==> config.mk <==
export PLATFORM = sky130hd
export DESIGN_NAME = panel_entry
export DESIGN_NICKNAME = d
export VERILOG_FILES = /design/src/rtl/panel_entry_pkg.sv /design/src/rtl/panel_entry_key_edge.sv /design/src/rtl/panel_entry.sv
export SDC_FILE = /design/constraint.sdc
export NUM_CORES = 1
export LEC_CHECK = 0
export BUFFER_PORTS_ARGS = -buffer_cell sky130_fd_sc_hd__buf_2
export CORE_ASPECT_RATIO = 1.75
export CORE_UTILIZATION = 49
export DETAILED_ROUTE_END_ITERATION = 16
export PLACE_DENSITY = 0.81
export SYNTH_ARGS = -nofsm -noshare
export SYNTH_HDL_FRONTEND = slang
export SYNTH_SLANG_ARGS = --single-unit
==> constraint.sdc <==
create_clock -name clk -period 5.9 [get_ports clk]
set_input_delay 1.77 -clock clk [delete_from_list [all_inputs] [get_ports clk]]
set_output_delay 1.77 -clock clk [all_outputs]
set_load 0.01 [all_outputs]
==> src/rtl/panel_entry_pkg.sv <==
// Shared definitions for the front-panel entry stage and its consumers.
//   REQ_*  : request kind codes placed on req_kind toward cpu_control.
//   K_*    : bit positions of the command keys within key_cmd.
package panel_entry_pkg;

   localparam logic [2:0] REQ_NONE = 3'd0;
   localparam logic [2:0] MEM_WR   = 3'd1;
   localparam logic [2:0] REG_A    = 3'd2;
   localparam logic [2:0] REG_X    = 3'd3;
   localparam logic [2:0] REG_Y    = 3'd4;
   localparam logic [2:0] REG_SP   = 3'd5;
   localparam logic [2:0] REG_PC   = 3'd6;

   localparam int K_STOREINC = 0;
   localparam int K_LOAD     = 1;
   localparam int K_DEC      = 2;
   localparam int K_TOPC     = 3;
   localparam int K_TOA      = 4;
   localparam int K_TOX      = 5;
   localparam int K_TOY      = 6;
   localparam int K_TOSP     = 7;

   typedef enum logic {
      ST_IDLE     = 1'b0,
      ST_WAIT_ACK = 1'b1
   } panel_state_e;

endpackage

==> src/rtl/panel_entry_key_edge.sv <==
// key_edge: rising-edge detector for a bank of debounced key levels.
//   clk   : system clock
//   rst   : synchronous active-high reset; history forced to all ones so
//           keys already held during reset never produce a press
//   level : debounced key levels
//   press : one-cycle pulse for each key that went 0 -> 1
module key_edge #(
   parameter int W = 8
) (
   input  logic         clk,
   input  logic         rst,
   input  logic [W-1:0] level,
   output logic [W-1:0] press
);

   logic [W-1:0] prev_p0;

   always_ff @(posedge clk) begin
      if (rst) prev_p0 <= '1;
      else     prev_p0 <= level;
   end

   assign press = level & ~prev_p0;

endmodule

==> src/rtl/panel_entry.sv <==
// panel_entry: front-panel command/entry stage between keyboard and
// display / cpu_control.
//   clk, rst   : 25 MHz clock, synchronous active-high reset
//   key_hex    : debounced hex key levels (bit n = key n)
//   key_cmd    : debounced command key levels (see K_* in the package)
//   entry      : hex entry shift register shown on the display
//   digits     : digits entered since last clear, saturating at ADDR_W/4
//   addr       : current panel address shown on the display
//   req_valid  : write request pending toward cpu_control
//   req_kind   : request type (REQ_* codes)
//   req_addr   : request address (MEM_WR target or new PC)
//   req_data   : request data byte
//   req_ack    : cpu_control accepts the request; only looked at while
//                req_valid is high
module panel_entry
   import panel_entry_pkg::*;
#(
   parameter int ADDR_W = 16,
   parameter int DATA_W = 8
) (
   input  logic              clk,
   input  logic              rst,
   input  logic [15:0]       key_hex,
   input  logic [7:0]        key_cmd,
   output logic [ADDR_W-1:0] entry,
   output logic [2:0]        digits,
   output logic [ADDR_W-1:0] addr,
   output logic              req_valid,
   output logic [2:0]        req_kind,
   output logic [ADDR_W-1:0] req_addr,
   output logic [DATA_W-1:0] req_data,
   input  logic              req_ack
);

   localparam logic [2:0]        DIG_MAX  = 3'(ADDR_W / 4);
   localparam logic [ADDR_W-1:0] ADDR_ONE = ADDR_W'(1);

   logic [15:0]  hex_press;
   logic [7:0]   cmd_press;
   panel_state_e state;

   // Lowest pressed hex key wins when several arrive in the same cycle.
   function automatic logic [3:0] low_hex(input logic [15:0] p);
      logic [3:0] n;
      n = '0;
      for (int i = 15; i >= 0; i--)
         if (p[i]) n = 4'(i);
      return n;
   endfunction

   function automatic logic [2:0] sat_digits(input logic [2:0] d);
      return (d >= DIG_MAX) ? DIG_MAX : d + 3'd1;
   endfunction

   key_edge #(.W(16)) u_hex_edge (
      .clk   (clk),
      .rst   (rst),
      .level (key_hex),
      .press (hex_press)
   );

   key_edge #(.W(8)) u_cmd_edge (
      .clk   (clk),
      .rst   (rst),
      .level (key_cmd),
      .press (cmd_press)
   );

   // Command FSM: one action per IDLE cycle, chosen by fixed priority;
   // presses seen while waiting for the ack are dropped.
   always_ff @(posedge clk) begin
      if (rst) begin
         state     <= ST_IDLE;
         entry     <= '0;
         digits    <= '0;
         addr      <= '0;
         req_valid <= 1'b0;
         req_kind  <= REQ_NONE;
         req_addr  <= '0;
         req_data  <= '0;
      end else begin
         case (state)
            ST_IDLE: begin
               if (cmd_press[K_STOREINC]) begin
                  req_valid <= 1'b1;
                  req_kind  <= MEM_WR;
                  req_addr  <= addr;
                  req_data  <= entry[DATA_W-1:0];
                  state     <= ST_WAIT_ACK;
               end else if (cmd_press[K_LOAD]) begin
                  addr   <= entry;
                  entry  <= '0;
                  digits <= '0;
               end else if (cmd_press[K_DEC]) begin
                  addr <= addr - ADDR_ONE;
               end else if (cmd_press[K_TOPC]) begin
                  req_valid <= 1'b1;
                  req_kind  <= REG_PC;
                  req_addr  <= entry;
                  req_data  <= '0;
                  state     <= ST_WAIT_ACK;
               end else if (|cmd_press[K_TOSP:K_TOA]) begin
                  req_valid <= 1'b1;
                  req_addr  <= '0;
                  req_data  <= entry[DATA_W-1:0];
                  state     <= ST_WAIT_ACK;
                  if (cmd_press[K_TOA])      req_kind <= REG_A;
                  else if (cmd_press[K_TOX]) req_kind <= REG_X;
                  else if (cmd_press[K_TOY]) req_kind <= REG_Y;
                  else                       req_kind <= REG_SP;
               end else if (|hex_press) begin
                  entry  <= {entry[ADDR_W-5:0], low_hex(hex_press)};
                  digits <= sat_digits(digits);
               end
            end
            ST_WAIT_ACK: begin
               // req_* stay frozen until the ack arrives.
               if (req_ack) begin
                  req_valid <= 1'b0;
                  entry     <= '0;
                  digits    <= '0;
                  state     <= ST_IDLE;
                  if (req_kind == MEM_WR) addr <= addr + ADDR_ONE;
               end
            end
            default: state <= ST_IDLE;
         endcase
      end
   end

endmodule

==> out/results.tsv <==
metric	value	unit
outcome	complete, no violations	
crit_fanout	24	
crit_family	compound AO/OA/AOI/OAI gates	
rsz0062_at_grt	false	
critPathArrivalTime	3.90	ns
syn_avg_cell_area	8.15	um^2
vdd.ir_drop.worst	0.257	mV
cts_root_buffer	clkbuf_16	
dp_hpwl	9870	um
syn-instance-count	539	
io_buffer_count	89	
drcViolationCount	0	
setup_tns	0	ns
path_buf_inv	1	
synthesis.area	4390	um^2
drt-total-wl	13900	um
async_flop_share	0	
grt-ovfl-total	0	
swShare	0.316	
worst_ep_required_time	6.12	ns
yosys.area_share.simple	0.279	
synth_top_cell_by_area	dfxtp_1	
slew_headroom	0.332	
cts_sinks	88	
clockBufferDepth	2	
yosys_warnings	0	
synthAdderAreaFrac	0.0114	
cts_tree	yes	
max_freq	0.272	GHz
route.detailed.wl_per_inst	19.3	um
final.period_utilization	0.624	
nNetsFinal	628	
clk_latency	0.35	ns
fp.dieArea	9360	um^2
synth_top_area_frac	0.401	
cpMaxStageDelayCell	a211oi_1	
synth_cell_types	57	
ios	90	
ys.flop_type	dfxtp_1	
setup_viol	0	
stdcell_count	719	
antenna_cells	0	
fin_crit	3.68	ns
power.share.clock	0.357	
power.internal	1.16	mW
dieWidth	73.6	um
num_vias	4503	
drtIter0Drc	497	
synth-edff-count	0	
num_rows	45	
cts.clk_slew.worst_paths	0.06	ns
synth-xor-area-share	0.0120	
die_y	127	um
synth_top_family_by_area	simple AND/OR/NAND/NOR gates	
pwr-share-comb	0.236	
start_util	0.507	
cts_made_buffers	9	
ys_top_cells_by_area	dfxtp_1 40%, nand2b_1 4.8%, nor2_1 3.8%	
track_usage	0.307	
cts_resized	0	
p_sw	0.537	mW
crit_chain	buf_2, nand2b_1, a211oi_1, a31o_2, nand2_1, a32oi_1, nor2_1	
p_per_area	331	nW/um^2
p_total	1.70	mW
grt_pass1_wl	21700	um
synth_nets	570	
fillCellCount	807	
drv_cap	0	
post-cts-setup-buffer-count	0	
seqPwrFrac	0.407	
grt_pass1_vias	4281	
crit_path_end_kind	flop	
p_leak	2.05	nW
post_drt_via_cell_ratio	6.26	
yosysSeqAreaShare	0.401	
crit_type	primary input to flop	
antenna_found_initial	0	
drive_gt1_frac	0.236	
clock-skew-final	0.00944	ns
ys_ff_latch	88	
cts_hold_buf	0	
firstDrtPassIters	6	
worst_slew_pin_slew	1.00	ns
final_max_slew_viol_count	0	
grt_max_degree	66	
synth_compound_area_frac	0.240	
detail-route-antenna-nets	0	
cts_max_level	3	
area_delta_synth_final	17.1	%
hold_viol	0	
core_area	8670	um^2
max_stage_delay	0.60	ns
synthMuxAreaShare	0	
hold_path.class	flop to flop	
place_inst	703	
gp_congestion	0.970	
cp-start-kind	primary input	
## placed cells by master (no fill, tap or decap), types with 5 or more instances in the layout
cell type  instances
clkbuf_16          9
nor3_1            16
o211ai_1           8
nor2_1            44
nand4_1            5
nand3_1           25
nand2b_1          34
or2_2             25
inv_1             17
o22ai_1            6
o32ai_1            8
a22oi_1           16
nand2_1           40
nor2b_1           10
a21oi_1           27
or3_1              6
a211oi_1          19
dfxtp_1           88
o21ai_0           21
a31oi_1            6
a221oi_1           6
buf_2             89
nor4_1             7
## synth_stat cells, types with 3 or more instances
cell type	instances
o31ai_1	3
and4_1	4
nor2_1	44
a311oi_1	3
inv_1	17
dfxtp_1	88
a211oi_1	19
or4_1	3
nand2b_1	34
o21ai_0	21
ha_1	4
a2111oi_0	3
a221oi_1	6
a32oi_1	3
or2_2	25
nand2_1	40
o32ai_1	8
nand4_1	5
xnor2_1	4
a22oi_1	16
nor2b_1	10
o211ai_1	8
nor3_1	16
a21o_1	3
a31oi_1	6
clkbuf_1	38
a21oi_1	28
nor4_1	7
nand3_1	25
buf_2	5
or3_1	6
o22ai_1	6
## cell families after synthesis
group / Yosys count
simple gates: 227
fa+ha+maj: 4
flops: 88
xor+xnor: 6
compound gates: 151
buf+inv: 63
## power by group through the flow
stage	Combinational (mW)	Sequential [mW]	Clock (mW)
2_1_floorplan	0.296	0.686	0
3_3_place_gp	0.389	0.702	0
3_5_place_dp	0.391	0.703	0
4_1_cts	0.393	0.690	0.613
5_1_grt	0.440	0.696	0.639
6_report	0.401	0.693	0.607
## layer usage
| layer | vias up | part of all wire | track usage |
|---|---|---|---|
| met2 | 247 | 0.51 | 0.522 |
| met1 | 2093 | 0.35 | 0.328 |
| li1 | 2078 | - | - |
| met4 | 0 | 0.076 | 0.225 |
| met5 | - | 0 | 0 |
| met3 | 85 | 0.066 | 0.0599 |
## registers in the layout, indices dropped and copies added, names as in the netlist
| signal | count |
|---|---|
| req_kind | 3 |
| req_data | 8 |
| entry | 16 |
| u_hex_edge.prev_p0 | 16 |
| req_addr | 16 |
| state | 1 |
| u_cmd_edge.prev_p0 | 8 |
| digits | 3 |
| req_valid | 1 |
| addr | 16 |
## per-stage QoR
stage	cell area, um^2	hold slack, ns	worst slack [ns]	utilization
after CTS	5140	0.459	2.30	0.593
after global routing	5140	0.479	2.05	0.593
after global placement	4830	0.439	2.00	0.557
after floorplan	4390	0.476	2.56	-
final	5140	0.462	2.22	0.593
after detailed placement	4830	0.451	1.91	0.557
## tightest hold or removal path: stages, from the launching register on
cell	delay [ns]
dfxtp_1	0.31
nand2_1	0.05
a21oi_1	0.05
## final timing paths
kind	from	end	slack (ns)	cells after the start
setup / recovery	key_cmd[1]	addr[6]	2.22	7
hold / removal	req_data[3]	req_data[3]	0.46	2
setup reg to reg	u_cmd_edge.prev_p0[1]	addr[6]	3.35	6
hold reg to reg	req_data[3]	req_data[3]	0.46	2
## cell type report
cell class              instances  area, um^2  area share
clock inverters                 5        81.3      0.0158
clock buffers                  11         233      0.0452
inverters                      17        63.8      0.0124
flip-flops and latches         88        1760       0.342
repair buffers                 93         475      0.0924
multi-input cells             388        2380       0.463
well taps                     117         146      0.0285
(Power assumes the default switching activity.)
